### config.mk
export PLATFORM = sky130hd
export DESIGN_NAME = shifter_pipe
export DESIGN_NICKNAME = d
export VERILOG_FILES = /design/src/rtl/shifter_pipe.sv
export SDC_FILE = /design/constraint.sdc
export NUM_CORES = 1
export LEC_CHECK = 0
export ABC_AREA = 1
export CAP_MARGIN = 20
export CELL_PAD_IN_SITES_DETAIL_PLACEMENT = 1
export CELL_PAD_IN_SITES_GLOBAL_PLACEMENT = 1
export CORE_ASPECT_RATIO = 1.25
export CORE_MARGIN = 4
export CORE_UTILIZATION = 43
export CTS_CLUSTER_SIZE = 12
export DETAILED_ROUTE_END_ITERATION = 16
export GPL_ROUTABILITY_DRIVEN = 0
export PLACE_DENSITY_LB_ADDON = 0.1
export SYNTH_ARGS = -nofsm -noshare
export SYNTH_HDL_FRONTEND = slang
export SYNTH_SLANG_ARGS = --single-unit
### constraint.sdc
create_clock -name clk -period 1.7 [get_ports clk]
set_clock_uncertainty 0.15 [all_clocks]
set_input_delay 0.17 -clock clk [delete_from_list [all_inputs] [get_ports clk]]
set_output_delay 0.17 -clock clk [all_outputs]
set_load 0.02 [all_outputs]
### src/rtl/shifter_pipe.sv
// Pipelined barrel shifter: log2(WIDTH) registered mux stages with a global-stall valid/ready pipe.
// Define SHIFTER_ROTATE_EN to make mode 11 a rotate-left; otherwise mode 11 yields zero.
module shifter_pipe #(
  parameter  int WIDTH = 32,
  localparam int SW    = $clog2(WIDTH)
) (
  input  logic             clk,
  input  logic             rst_n,
  input  logic             in_valid,
  output logic             in_ready,
  input  logic [WIDTH-1:0] in_data,
  input  logic [SW-1:0]    in_shamt,
  input  logic [1:0]       in_mode,
  output logic             out_valid,
  input  logic             out_ready,
  output logic [WIDTH-1:0] out_data
);

  typedef enum logic [1:0] {
    MODE_SLL = 2'b00,
    MODE_SRL = 2'b01,
    MODE_SRA = 2'b10,
    MODE_ROL = 2'b11
  } mode_e;

  // Stage k moves data by 2^k when enabled. SRA fills from the current MSB, which
  // equals the original sign because every earlier SRA stage preserved it.
  function automatic logic [WIDTH-1:0] shift_step(
    input logic [WIDTH-1:0] d,
    input logic [1:0]       mode,
    input logic             en,
    input int unsigned      k
  );
    logic [WIDTH-1:0] r;
    int unsigned      step;
    step = 1 << k;
    r    = d;
    case (mode)
      MODE_SLL: if (en) r = d << step;
      MODE_SRL: if (en) r = d >> step;
      MODE_SRA: if (en) r = WIDTH'($signed(d) >>> step);
      MODE_ROL: begin
`ifdef SHIFTER_ROTATE_EN
        if (en) r = (d << step) | (d >> (WIDTH - step));
`else
        r = '0;
`endif
      end
    endcase
    return r;
  endfunction

  // Stage registers. The last stage needs no shamt/mode, so those stop one short.
  logic [SW-1:0][WIDTH-1:0] data_q;
  logic [SW-1:0][WIDTH-1:0] data_d;
  logic [SW-2:0][SW-1:0]    shamt_q;
  logic [SW-2:0][1:0]       mode_q;
  logic [SW-1:0]            valid_q;

  // Inputs seen by each stage: stage 0 reads the ports, stage k reads stage k-1.
  logic [SW-1:0][WIDTH-1:0] stg_data;
  logic [SW-1:0][SW-1:0]    stg_shamt;
  logic [SW-1:0][1:0]       stg_mode;
  logic [SW-1:0]            stg_valid;

  logic advance;

  assign stg_data  = {data_q[SW-2:0], in_data};
  assign stg_shamt = {shamt_q, in_shamt};
  assign stg_mode  = {mode_q, in_mode};
  assign stg_valid = {valid_q[SW-2:0], in_valid};

  // Stall the whole pipe only when a finished result is waiting on the consumer.
  assign advance   = ~valid_q[SW-1] | out_ready;
  assign in_ready  = advance;
  assign out_valid = valid_q[SW-1];
  assign out_data  = data_q[SW-1];

  // NOTE: every variable an always_comb writes gets a value on all paths (here a
  // default first), otherwise synthesis infers a latch.
  always_comb begin
    data_d = '0;
    for (int k = 0; k < SW; k++) begin
      data_d[k] = shift_step(stg_data[k], stg_mode[k],
                             |(stg_shamt[k] & SW'(1 << k)), k);
    end
  end

  // NOTE: sequential state uses non-blocking assignments so every stage samples the
  // pre-edge value of its predecessor; blocking here would collapse the pipeline.
  // NOTE: data/shamt/mode are reset too, since out_data must read zero out of reset.
  always_ff @(posedge clk or negedge rst_n) begin
    if (!rst_n) begin
      data_q  <= '0;
      shamt_q <= '0;
      mode_q  <= '0;
      valid_q <= '0;
    end else if (advance) begin
      data_q  <= data_d;
      shamt_q <= stg_shamt[SW-2:0];
      mode_q  <= stg_mode[SW-2:0];
      valid_q <= stg_valid;
    end
  end

endmodule
==> flow_metrics.tcl, run 1 <==
set metrics [dict create \
    cts_tree "done" \
    power_density_mw_per_mm2 1620 \
    syn_area_mm2 0.0116 \
    rr_worst_depth 7 \
    required_ps 1380 \
    reg2reg_slack_ps 140 \
    maxCapViolations 0 \
    async_flop_share_pct 100 \
    r2r-start "mode_q[0]" \
    nNetsFinal 1909 \
    hpwl_um 25900 \
    min_period_over_period_pct 95.4 \
    cp_max_fo 3 \
    finalHoldViolCount 0 \
    vias_per_cell 5.00 \
    grt_max_degree 83 \
    fp.dieH_um 192 \
    start_util_pct 43.5 \
    drive_gt1_share_pct 6.65 \
    hold_path_class "input pin to asynchronous set/reset pin" \
    layout_min_cycle_time_ps 1620 \
    synth-seq-cells 183 \
    setup-violations-final 0 \
    status "finished, final reports clean" \
    finalInstanceArea_mm2 0.0133 \
    slowest_delay_ps 370 \
    synthFlopType "dfrtp_1" \
    cp_num_buf_inv 3 \
    drtIter0Drc 435 \
    vias 11125 \
    totalPowerFinal_w 0.0215 \
    fmaxAchievable_mhz 617 \
    startpoint_type "flop" \
    port_buffers 76 \
    clkSlewWorstSetupHoldPaths_ps 70 \
    startpoint "valid_q[4]" \
    grt_pass1_vias 11778 \
    path_class "flop to primary output" \
    clk_path_buf_depth 2 \
    fin_util_pct 49.6 \
    cts_made_buffers 17 \
    arrival_ps 1300 \
    drt_wl_total_um 33600 \
    wl_per_cell_um 15.1 \
    row_count 67 \
    cts.sinks 183 \
    syn_nets 1891 \
    slew_headroom_pct 64.2 \
    antenna_found_initial 0 \
    die_x_um 155 \
    rsz0062_at_grt "false" \
    dpl-instance-area_mm2 0.0127 \
    syn_inst 1848 \
    seq_area_frac_synth_pct 39.4 \
    htree_levels 4 \
    setup_ws_ps 78.6 \
    critPathSlowestCell "dfrtp_1" \
    grt_pass1_wl_um 57000 \
    core-area_mm2 0.0267 \
    cp.depth 4 \
    synth_area_per_cell_um2 6.30 \
    path_delay_family "buffers and inverters" \
    synth_edf_count 0 \
    drc_errors 0 \
    grt.total_usage_pct 23.4 \
    synth.distinct_cells 24 \
    diodes 0 \
    grt-ovfl-total 0 \
    clock_latency_ps 430 \
    rr_endpoint "data_q[45]" \
    max-vdd-ir-drop_mv 0.705 \
    cp_cell_sequence "inv_1 > nor2_4 > inv_4 > clkdlybuf4s15_1" \
    first_pass_iters 5 \
    pin_count 77 \
    maxSlewViolCount 0 \
    leakage_nw 7.34 \
    end_kind "primary output" \
    tightest_slew_ps 536 \
    yosys_warnings 0 \
    crit_path_end "in_ready" \
    fp.dieArea_mm2 0.0298 \
    clockRootBuffer "clkbuf_16" \
    drtAntennaViolNets 0 \
    pre_cts_slack_ps -227 \
    area_delta_synth_final_pct 14.0 \
]
[cells in the final DEF, fill, tap and decap left out, drive strengths merged]
| cell | Yosys | layout |
|---|---|---|
| o21ai | 244 | 244 |
| inv | 132 | 140 |
| clkbuf | 23 | 17 |
| dfrtp | 183 | 183 |
| clkinvlp | 0 | 5 |
| a31oi | 2 | 2 |
| buf | 116 | 63 |
| clkdlybuf4s50 | 0 | 40 |
| clkdlybuf4s15 | 0 | 1 |
| nor2 | 22 | 22 |
| nand2 | 1090 | 1090 |
| dlygate4sd3 | 0 | 1 |
| a21oi | 16 | 16 |
| o22ai | 4 | 4 |
| clkinv | 0 | 2 |
| dlygate4sd2 | 0 | 33 |
| nand3 | 16 | 16 |
[Yosys cell counts, types with 2 or more instances]
library cell	n	share of area, %
a21oi_1	6	0.26
a21oi_2	10	0.75
buf_1	8	0.26
buf_2	43	1.8
buf_4	56	3.6
buf_6	9	0.87
clkbuf_1	19	0.61
clkbuf_2	4	0.17
dfrtp_1	183	39
inv_1	129	4.2
inv_2	3	0.097
nand2_1	1089	35
nand3_1	14	0.60
nand3_2	2	0.17
nor2_1	13	0.42
nor2_2	5	0.27
nor2_4	3	0.29
o21ai_0	222	9.6
o21ai_1	22	0.95
o22ai_1	4	0.22
[layout make-up]
cell class,instances,area [µm²]
clock buffer,17,425
clock inverter,15,136
fill,3616,13500
inverter,132,502
multi-input combinational,1394,5710
sequential,183,4580
tap,345,432
timing repair buffer,138,1480
[registers in the layout, summed over array words and instances (netlist names)]
name      flops
out_data     32
valid_q       5
data_q      128
shamt_q      10
mode_q        8
[worst reg2reg max path, cell delays in order, from the launching register on]
cell and delay [ps]:
dfrtp_1 420, nor2_2 270, nor2_1 140, buf_12 170
nand2_1 80, nand2_1 100, nand2_1 80, nand2_1 40
[timing repair]
| item | CTS | global route |
|---|---|---|
| resized for setup | 34 | 3 |
| hold buffers | 1 | 0 |
| setup buffers | 0 | 3 |
| hold endpoints to repair | 183 | 0 |
| setup endpoints to repair | 34 | 3 |
[routing by layer]
| layer | vias to the layer above | part of all wire, % | GRT usage, % | wire length (µm) |
|---|---|---|---|---|
| met2 | 144 | 54 | 45.6 | 18200 |
| met1 | 5274 | 40 | 25.8 | 13500 |
| met4 | 0 | 3.5 | 8.73 | 1170 |
| li1 | 5656 | - | - | - |
| met5 | - | 0 | 0 | 0 |
| met3 | 51 | 2.0 | 2.79 | 656 |
[logic make-up (layout without fill, tap and decap cells)]
kind of cell,count (synthesis),count (layout),synth area share (%)
flip-flops,183,183,39.4
AO/OA/AOI/OAI,266,266,11.9
buffers and inverters,271,302,11.6
AND/OR/NAND/NOR,1128,1128,37.1
[how the worst min path moves through the flow]
stage | startpoint | endpoint | cells after the start
2_1_floorplan | rst_n | data_q[0] | 0
3_3_place_gp | rst_n | data_q[73] | 1
3_5_place_dp | rst_n | data_q[73] | 1
4_1_cts | rst_n | data_q[124] | 2
5_1_grt | rst_n | data_q[34] | 2
6_report | rst_n | data_q[73] | 2
[per-stage QoR]
step / hold slack (ps) / std cells / setup TNS (ps)
finish: 68.8 / 2224 / 0
global placement: -37.5 / 2187 / -17480
CTS: 64.5 / 2221 / 0
global route: 77.8 / 2224 / 0
floorplan: -276 / 1848 / 0
detailed placement: -36.5 / 2188 / -7180
[where the power goes]
group | switching, W | leakage, nW | internal [W]
sequential | 0.00133 | 2.38 | 0.00585
combinational | 0.00680 | 4.70 | 0.00365
clock | 0.00191 | 0.265 | 0.00194
Note: power is estimated with default switching activity, not from simulation.
==> inputs of run 2 (changes only) <==
- CTS_CLUSTER_SIZE: 12 -> default
==> results of run 2 <==
The final DEF is identical to that of run 1; final timing and power are the same.
